[src/rtl/fifo_wptr_wfull.sv]
// Write-side pointer and flag logic of an async FIFO: Gray write pointer, synchronized
// read pointer, and pessimistic full / almost-full / level / sticky overflow flags.
module fifo_wptr_wfull #(
    parameter int Address_width      = 3,
    parameter int Almost_full_margin = 1
) (
    input  logic                     Wclk,
    input  logic                     Wrst,
    input  logic                     Winc,
    input  logic [Address_width:0]   Rptr,
    output logic [Address_width-1:0] Wadder,
    output logic [Address_width:0]   Wptr,
    output logic                     Wfull,
    output logic                     Walmost_full,
    output logic                     Woverflow,
    output logic [Address_width:0]   Wlevel,
    output logic [Address_width:0]   W2q_rptr
);

    localparam int AW    = Address_width;
    localparam int DEPTH = 1 << AW;
    localparam logic [AW:0] AF_THRESH = (AW+1)'(DEPTH - Almost_full_margin);

    logic [AW:0] r_meta;
    logic [AW:0] r_sync;
    logic [AW:0] r_bin;
    logic [AW:0] r_wptr;
    logic        r_full;
    logic        r_afull;
    logic        r_ovf;
    logic [AW:0] r_level;

    logic        w_wr;
    logic [AW:0] w_bin_next;
    logic [AW:0] w_gray_next;
    logic [AW:0] w_rbin;
    logic [AW:0] w_level;
    logic        w_full;
    logic        w_afull;

    // Plain two-flop synchronizer; nothing may sit between the stages.
    always_ff @(posedge Wclk or posedge Wrst) begin
        if (Wrst) begin
            r_meta <= '0;
            r_sync <= '0;
        end else begin
            r_meta <= Rptr;
            r_sync <= r_meta;
        end
    end

    assign w_wr        = Winc & ~r_full;
    assign w_bin_next  = r_bin + {{AW{1'b0}}, w_wr};
    assign w_gray_next = (w_bin_next >> 1) ^ w_bin_next;

    // Gray to binary: each binary bit is the XOR of all Gray bits at or above it.
    always_comb begin
        w_rbin = '0;
        for (int i = 0; i <= AW; i++)
            w_rbin[i] = ^(r_sync >> i);
    end

    assign w_level = w_bin_next - w_rbin;
    assign w_full  = (w_gray_next == {~r_sync[AW:AW-1], r_sync[AW-2:0]});
    assign w_afull = (w_level >= AF_THRESH) | w_full;

    always_ff @(posedge Wclk or posedge Wrst) begin
        if (Wrst) begin
            r_bin   <= '0;
            r_wptr  <= '0;
            r_full  <= 1'b0;
            r_afull <= 1'b0;
            r_ovf   <= 1'b0;
            r_level <= '0;
        end else begin
            r_bin   <= w_bin_next;
            r_wptr  <= w_gray_next;
            r_full  <= w_full;
            r_afull <= w_afull;
            r_level <= w_level;
            if (Winc && r_full)
                r_ovf <= 1'b1;
        end
    end

    assign Wadder       = r_bin[AW-1:0];
    assign Wptr         = r_wptr;
    assign Wfull        = r_full;
    assign Walmost_full = r_afull;
    assign Woverflow    = r_ovf;
    assign Wlevel       = r_level;
    assign W2q_rptr     = r_sync;

endmodule

[config.mk]
export PLATFORM = sky130hd
export DESIGN_NAME = fifo_wptr_wfull
export DESIGN_NICKNAME = d
export VERILOG_FILES = /design/src/rtl/fifo_wptr_wfull.sv
export SDC_FILE = /design/constraint.sdc
export NUM_CORES = 1
export LEC_CHECK = 0
export ABC_AREA = 1
export CAP_MARGIN = 15
export CELL_PAD_IN_SITES_DETAIL_PLACEMENT = 2
export CELL_PAD_IN_SITES_GLOBAL_PLACEMENT = 2
export CORE_MARGIN = 2
export CORE_UTILIZATION = 38
export CTS_CLUSTER_DIAMETER = 200
export DETAILED_ROUTE_END_ITERATION = 16
export DONT_BUFFER_PORTS = 1
export PLACE_DENSITY_LB_ADDON = 0.2
export SETUP_SLACK_MARGIN = 0.1
export SKIP_CTS_REPAIR_TIMING = 1
export SLEW_MARGIN = 20
export SYNTH_ARGS = -nofsm -noshare
export SYNTH_HDL_FRONTEND = slang
export SYNTH_SLANG_ARGS = --single-unit
[constraint.sdc]
create_clock -name Wclk -period 3.6 [get_ports Wclk]
set_input_delay 0 -clock Wclk [delete_from_list [all_inputs] [get_ports Wclk]]
set_output_delay 0 -clock Wclk [all_outputs]
set_load 0.03 [all_outputs]
---- After elaboration in Yosys (flattened, before gate mapping) ----
Index checks and enable logic that the tools add are counted.
cells by class
  bitwise logic cells ..................... 5
  multipliers ............................. 0
  divide/modulo/power cells ............... 0
  shift-type cells ........................ 0
  reductions and logical operators ........ 5
  mux-type cells .......................... 0
  eq/ne operators ......................... 1
  add/sub/neg operators ................... 2
  order comparisons ....................... 1
operators with widths
  kind                number
  $reduce_xor 4->1    4
  $add 4x1->4         1
  $eq 4x4->1          1
  $ge 4x3->1 const B  1
  $sub 4x4->4         1
  $xor 3x4->4         1
  $not 2->2           1
  $and 1x1->1         1
  $logic_and 1x1->1   1
  $not 1->1           1
  $or 1x1->1          1
storage, ports and cells
  RAM bits ................................ 0
  bits in latches ......................... 0
  input bits .............................. 7
  memories ................................ 0
  output and inout port bits .............. 18
  bits in read-only memories .............. 0
  register bits ........................... 23

---- Depth between registers and ports, before layout ----
Gate-level depths: netlist (run 1).
  word-level depth ........................ 6
  mapped depth ............................ 14
  depth with buffers taken out ............ 14

---- Worst setup path before layout (run 1) ----
OpenSTA, ideal clock, no wires.
  kind .................................... flip-flop to flip-flop
  start point ............................. register r_sync[2] (netlist: W2q_rptr[2])
  end point ............................... register r_afull (netlist: Walmost_full)
  cell stages (with the launch flop) ...... 13
  required time ........................... 3481 ps
  slack ................................... 1410 ps
  arrival time ............................ 2072 ps
  cells stage by stage .................... dfrtp_1 -> inv_1 -> nand2_1 -> nand2_2 -> xor2_2 -> xor2_1 -> ha_1 -> fa_1 -> inv_1 -> nand2_1 -> a21oi_1 -> nor2_1 -> nand2_1
between the ends
  word-level cells in the longest chain between the ends .. 4
  elaborated cells between the ends (all ways) .. 8
RTL lines
  what                      RTL line  text
  start: declaration        25        logic [AW:0] r_sync;
  start signal: assignment  48        r_sync <= r_meta;
  $reduce_xor 4->1          60        w_rbin[i] = ^(r_sync >> i);
  $sub 4x4->4 *             63        assign w_level = w_bin_next - w_rbin;
  net w_level[1]            37        logic [AW:0] w_level;
  $ge 4x3->1 *              65        assign w_afull = (w_level >= AF_THRESH) | w_full;
  $or 1x1->1 *              65
  net w_afull               39        logic w_afull;
  end signal: assignment    79        r_afull <= w_afull;
  end: declaration          29        logic r_afull;
The timed path passes the listed nets; every way through them passes the cells marked *.
A chain may end at the register's enable or synchronous reset.

---- Worst setup path after layout (run 1) ----
  start point ............................. register r_full (netlist: Wfull)
  end point ............................... register r_afull (netlist: Walmost_full)
between the ends
  word-level cells in the longest chain between the ends .. 6
  elaborated cells between the ends (all ways) .. 8
RTL lines
  what                      RTL line  text
  start: declaration        28        logic r_full;
  start signal: assignment  78        r_full <= w_full;
  $not 1->1                 52        assign w_wr = Winc & ~r_full;
  $and 1x1->1               52
  $add 4x1->4               53        assign w_bin_next = r_bin + {{AW{1'b0}}, w_wr};
  net w_bin_next[1]         34        logic [AW:0] w_bin_next;
  $sub 4x4->4               63
  net w_level[1]            37
  $ge 4x3->1                65
  $or 1x1->1                65
  net w_afull               39
The timed path passes the listed nets, and every way through them passes these cells.

==> impl_metrics.csv, run 1 <==
group,metric,value,unit
power,switchingPower,0.621,mW
critical_path,slowest_delay,0.57,ns
timing,max_freq,407,MHz
floorplanning,num_io_pins,25,
clock_network,cts_tree,"yes",
route,postRouteAntennaNets,0,
timing,skew,0.00731,ns
critical_path,cp.arrival,2.66,ns
power,p_int,0.565,mW
grt,grt-ovfl-total,0,
cells_and_area,num-fill-cells,279,
clock_network,cts.sinks,22,
cells_and_area,seq_area,551,µm²
critical_path,cp_num_cells,10,
synthesis,synth_ff_type,"dfrtp_1",
cells_and_area,final_cells,150,
route,wire_per_inst,15.4,µm
synthesis,synth-edff-count,0,
route,drt-total-wl,2.31,mm
floorplanning,die_x,55.5,µm
placed_design,dp_cells,140,
cells_and_area,drive_gt1_share,14.2,%
route,viasPerCell,5.05,
synthesis,syn_nets,122,
grt,gr-usage-met3,4.45,%
grt,grt_pass1_wl,3.97,mm
synthesis,ys_ff_latch,22,
timing,rsz0062_at_grt,"no",
status,outcome,"complete, no violations",
route,drc,0,
timing,hold_viol,0,
grt,grt_util_met2,27.7,%
route,drt_iter0_drc,10,
timing,worst_pin_slew,0.822,ns
clock_network,clk_pin_slew_worst_paths,0.13,ns
critical_path,timing.rr.end,"Walmost_full",
synthesis,synthTopCellsByArea,"dfrtp_1 (55%), nand2_1 (13%), nand2_2 (6.8%)",
grt,grt_pass1_vias,823,
synthesis,synthArstFlopShare,100,%
power,swShare,52.4,%
timing,worst_slew_margin_rel,45.2,%
critical_path,worstSetupStartpointType,"register",
timing,finalSetupViolCount,0,
synthesis,synth_top_area_cell,"dfrtp_1",
placed_design,io_buffers,0,
timing,fin_crit,2.46,ns
cells_and_area,multi_input_area,393,µm²
clock_network,clock_path_buffers,2,
floorplanning,core,2500,µm²
critical_path,timing_worst_setup_path_type,"register to register",
timing,maxSlewViolCount,0,
synthesis,yosysSeqAreaShare,54.7,%
power,seq_power_share,46.7,%
critical_path,worstSetupEndpointType,"register",
hold_path,hp-start,"Winc",
critical_path,reg2reg_from,"Wfull",
cells_and_area,final_nets,133,
grt,track_usage,16.2,%
grt,antenna_found_initial,0,
critical_path,crit_chain,"nor2_1, ha_1, ha_1, inv_1, fa_1, inv_1, nand2_1, a21oi_1, nor2_1, nand2_1",
power,p_clk_share,11.7,%
critical_path,reg2reg_depth,10,
clock_network,insertion_delay,0.30,ns
critical_path,cp_max_fo,5,
timing,fin_setup_tns,0,ns
synthesis,synth.avg_cell_area,9.16,µm²
synthesis,synthCells,110,
power,leakage,0.619,nW
synthesis,yosysWarnings,0,
floorplanning,initial_core_util,40.3,%
floorplanning,core.rowCount,18,
synthesis,ys_types,16,
critical_path,cp.required,3.80,ns
grt,grt_max_degree,23,
synthesis,yosysMostFrequentCell,"nand2_1",
timing,fin_crit_sh,68.3,%
clock_network,cts_buffers,3,
clock_network,root_buffer,"clkbuf_4",
critical_path,critPathTopFamily,"adder cells",
power,power_density,1040,nW/µm²
synthesis,synth_commonest_cells,"nand2_1 (36), dfrtp_1 (22), inv_1 (16)",
critical_path,crit_slowest_cell,"fa_1",
floorplanning,die_height,55.5,µm
critical_path,crit_buf_inv,2,
power,peakVddDrop,546,µV
route,vias,758,
grt,busiest_layer,"met2",
cells_and_area,diodes,0,
cells_and_area,utilization,45.6,%
placed_design,dp_hpwl,1.76,mm
critical_path,cp-startpoint,"Wfull",
flow_run,cap_violations,0,
clock_network,htree_num_levels,1,
route,dr.pass1.iters,2,
hold_path,hold_path.class,"input port to register",
cells_and_area,area_growth,13.3,%
power,pwr-share-comb,41.6,%
grt,met1_usage,20.2,%
critical_path,r2r_setup_slack,1.14,ns
placed_design,gp_congestion,0.720,
critical_path,endpoint,"Walmost_full",
synthesis,synth_top_area_share,54.7,%
synthesis,syn_area,1010,µm²
floorplanning,dieArea,3080,µm²
-- metrics by stage --
| step | hold WS (ns) | cell area (µm²) | setup WS, ns | total power, mW |
|---|---|---|---|---|
| 2_1_floorplan | -0.0108 | 1010 | 1.41 | 0.914 |
| 3_3_place_gp | 0.0315 | 1040 | 1.21 | 1.01 |
| 3_5_place_dp | 0.0315 | 1040 | 1.14 | 1.05 |
| 4_1_cts | -0.304 | 1080 | 1.12 | 1.19 |
| 5_1_grt | 0.0511 | 1140 | 0.931 | 1.30 |
| 6_report | 0.0263 | 1140 | 1.14 | 1.19 |
-- power groups by stage --
| stage | logic (mW) | clock network [mW] | registers [mW] |
|---|---|---|---|
| after floorplan | 0.371 | 0 | 0.543 |
| after global placement | 0.456 | 0 | 0.558 |
| after detailed placement | 0.491 | 0 | 0.561 |
| after CTS | 0.496 | 0.141 | 0.557 |
| after global routing | 0.582 | 0.150 | 0.567 |
| final | 0.493 | 0.139 | 0.554 |
-- registers in the layout (all words and copies together), names as in the netlist --
| signal | cells |
|---|---|
| r_meta | 4 |
| Wlevel | 4 |
| W2q_rptr | 4 |
| Wfull | 1 |
| r_bin | 4 |
| Wptr | 3 |
| Walmost_full | 1 |
| Woverflow | 1 |
-- final cells by class --
type	count	area share (%)
clock buffers	4	3.18
inverters	17	5.59
multi-input cells	71	34.4
flip-flops and latches	22	48.2
well taps	30	3.29
repair buffers	6	5.26
-- worst register-to-register path, stage by stage, from the launching register on --
cell and delay [ns]:
dfrtp_1 0.56, nor2_1 0.11, ha_1 0.25, ha_1 0.41, inv_1 0.13, fa_1 0.57
inv_1 0.06, nand2_1 0.06, a21oi_1 0.04, nor2_1 0.09, nand2_1 0.06
-- layout by cell type (no fill, tap or decap), drive strengths merged --
master / count
nor2: 4
inv: 17
dlygate4sd3: 6
nand3b: 1
clkbuf: 4
fa: 1
dfrtp: 22
nand2: 47
nand3: 5
a21oi: 2
a21o: 1
ha: 4
o21bai: 1
xor2: 3
nand4: 2
-- kinds of logic after synthesis --
logic type,synth area share [%]
buffers and inverters,6.34
AO/OA/AOI/OAI,2.49
AND/OR/NAND/NOR,26.2
flip-flops,54.7
adder cells (fa/ha/maj),6.96
XOR/XNOR,3.35
-- how the worst min path moves through the flow --
stage | end | slack (ns) | cells after the start
finish | r_bin[0] | 0.03 | 3
global placement | r_meta[2] | 0.03 | 0
global route | r_bin[0] | 0.05 | 3
floorplan | W2q_rptr[0] | -0.01 | 1
detailed placement | r_meta[2] | 0.03 | 0
CTS | r_meta[0] | -0.30 | 0
-- per-layer routing --
| layer | up-vias | wire (µm) |
|---|---|---|
| li1 | 350 | - |
| met1 | 384 | 938 |
| met2 | 22 | 1210 |
| met3 | 2 | 146 |
| met4 | 0 | 15 |
| met5 | - | 0 |
(Power assumes the default switching activity.)
==> inputs of run 2 (changes only) <==
- ABC_AREA: 1 -> 0
- CORE_UTILIZATION: 38 -> 39
- clock period: 3.6 -> 2.35 ns (I/O delays scaled with it)
==> impl_metrics.csv, run 2 <==
group,metric,value,unit
timing,fin_crit,2.20,ns
synthesis,synthTopCellsByArea,"dfrtp_1 (59%), xnor2_1 (7.5%), ha_1 (5.3%)",
synthesis,syn_nets,79,
floorplanning,die_x,53.1,µm
cells_and_area,num-fill-cells,217,
synthesis,synth_top_area_cell,"dfrtp_1",
critical_path,r2r_setup_slack,0.15,ns
route,dr.pass1.iters,1,
clock_network,cts_buffers,3,
timing,maxSlewViolCount,0,
critical_path,worstSetupEndpointType,"register",
cells_and_area,final_cell_mix,"dfrtp_1 (21), buf_4 (13), inv_1 (7), xnor2_1 (7), dlygate4sd3_1 (6)",
power,power,2.01,mW
clock_network,clock_path_buffers,2,
floorplanning,die_height,53.1,µm
timing,skew,0.00109,ns
synthesis,synth_top_area_share,58.6,%
synthesis,yosysWarnings,0,
clock_network,cts.sinks,22,
critical_path,slowest_delay,0.44,ns
critical_path,crit_top_cell,"xnor2_1",
placed_design,dp_slack,-0.108,ns
power,power_density,1630,nW/µm²
grt,grt_max_degree,23,
placed_design,dpl-instance-area,1040,µm²
critical_path,cp_max_fo,3,
timing,worst_slack,0.147,ns
cells_and_area,diodes,0,
floorplanning,dieArea,2820,µm²
route,drc,0,
floorplanning,core,2250,µm²
synthesis,ys_types,22,
placed_design,dp_hpwl,1.66,mm
timing,fin_crit_sh,93.7,%
critical_path,timing.rr.end,"Walmost_full",
grt,track_usage,18.4,%
floorplanning,num_io_pins,25,
critical_path,cp.required,2.56,ns
cells_and_area,fin_area,1230,µm²
placed_design,io_buffers,0,
cells_and_area,final_nets,103,
grt,grt_pass1_vias,656,
placed_design,gp_congestion,0.754,
timing,fin_setup_tns,0,ns
route,vias,596,
synthesis,ys_ff_latch,22,
critical_path,cp-startpoint,"W2q_rptr[3]",
clock_network,root_buffer,"clkbuf_4",
synthesis,synth_commonest_cells,"dfrtp_1 (22), xnor2_1 (8), inv_1 (7)",
floorplanning,core.rowCount,17,
critical_path,reg2reg_depth,8,
cells_and_area,final_common_cell,"dfrtp_1",
critical_path,cp.arrival,2.42,ns
timing,hold_viol,0,
cells_and_area,area_growth,31.4,%
route,postRouteAntennaNets,0,
floorplanning,initial_core_util,41.7,%
synthesis,yosysSeqAreaShare,58.6,%
synthesis,yosysMostFrequentCell,"dfrtp_1",
critical_path,crit_chain,"xnor2_2, xor2_2, xnor2_1, ha_2, fa_1, xnor2_1, a31oi_1, nand3b_1",
critical_path,endpoint,"Walmost_full",
timing,worst_slew_margin_rel,44.8,%
critical_path,crit_slowest_cell,"dfrtp_1",
route,drt-total-wl,2.33,mm
clock_network,insertion_delay,0.32,ns
clock_network,clk_pin_slew_worst_paths,0.12,ns
synthesis,synth_ff_type,"dfrtp_1",
timing,max_freq,454,MHz
critical_path,worstSetupStartpointType,"register",
critical_path,timing_worst_setup_path_type,"register to register",
synthesis,synth-edff-count,0,
critical_path,cp_num_cells,8,
critical_path,critPathTopFamily,"XOR/XNOR gates",
power,leakage,0.575,nW
timing,finalSetupViolCount,0,
grt,grt_pass1_wl,3.37,mm
synthesis,syn_area,940,µm²
hold_path,hold_path.class,"input port to register",
grt,grt-ovfl-total,0,
critical_path,crit_buf_inv,0,
synthesis,synthArstFlopShare,100,%
synthesis,synth.avg_cell_area,14.0,µm²
critical_path,reg2reg_from,"W2q_rptr[3]",
cells_and_area,multi_input_area,428,µm²
route,wire_per_inst,19.8,µm
route,drt_iter0_drc,0,
clock_network,cts_tree,"yes",
synthesis,synthCells,67,
cells_and_area,seq_area,552,µm²
power,peakVddDrop,770,µV
grt,antenna_found_initial,0,
status,outcome,"complete, no violations",
clock_network,htree_num_levels,1,
timing,worst_pin_slew,0.827,ns
route,viasPerCell,5.05,
cells_and_area,drive_gt1_share,36.7,%
timing,rsz0062_at_grt,"yes",
flow_run,cap_violations,0,
[run 2: changes by cell type after synthesis, moves of 2 or more]
cell | before | now
nand2_1 | 36 | 0
nand4_1 | 2 | 0
nand2_2 | 11 | 0
xor2_1 | 2 | 5
nand3_1 | 5 | 2
inv_1 | 16 | 7
o21ai_0 | 0 | 2
a21oi_1 | 2 | 0
nor3_1 | 0 | 2
nor2b_1 | 0 | 2
nor2_1 | 4 | 0
xnor2_1 | 0 | 8
[run 2: per-layer routing]
layer | track usage (%) | vias to the layer above | wire [µm]
met1 | 20.5 | 305 | 818
met3 | 3.67 | 6 | 115
met2 | 32.9 | 20 | 1350
met5 | 0 | - | 0
li1 | - | 265 | -
met4 | 8.97 | 0 | 46
[run 2: cell families (layout without fill, tap and decap cells)]
logic type	Yosys count	after routing	synth area share, %
flops	22	22	58.6
compound gates	8	8	6.79
buf+inv	7	30	2.80
fa+ha+maj	5	5	7.46
xor+xnor	16	16	18.8
simple gates	9	9	5.59
[run 2: final cells by class]
| cell class | count | area share (%) |
|---|---|---|
| clock buffers | 4 | 2.94 |
| inverters | 7 | 2.13 |
| multi-input cells | 38 | 34.7 |
| flip-flops and latches | 22 | 44.7 |
| well taps | 28 | 2.84 |
| repair buffers | 19 | 12.8 |
[run 2: where the power goes]
| part | internal, mW | leakage [nW] | switching [mW] |
|---|---|---|---|
| logic | 0.463 | 0.298 | 0.553 |
| registers | 0.515 | 0.256 | 0.262 |
| clock network | 0.0949 | 0.0210 | 0.120 |
[run 2: stage by stage]
step	instances	utilization, %	hold WS, ns
global placement	104	46.3	0.0315
detailed placement	104	46.3	0.0315
finish	118	54.8	0.0730
floorplan	67	-	-0.0108
global route	118	54.8	0.0760
CTS	108	47.9	-0.328
[run 2: worst min path at each step]
stage                       end    start  depth (start not counted)  slack [ns]
floorplan           W2q_rptr[0]     Wrst                          1       -0.01
global placement      r_meta[1]  Rptr[1]                          0        0.03
detailed placement    r_meta[1]  Rptr[1]                          0        0.03
CTS                   r_meta[0]  Rptr[0]                          0       -0.33
global route           r_bin[0]     Winc                          2        0.08
finish                 r_bin[0]     Winc                          2        0.07
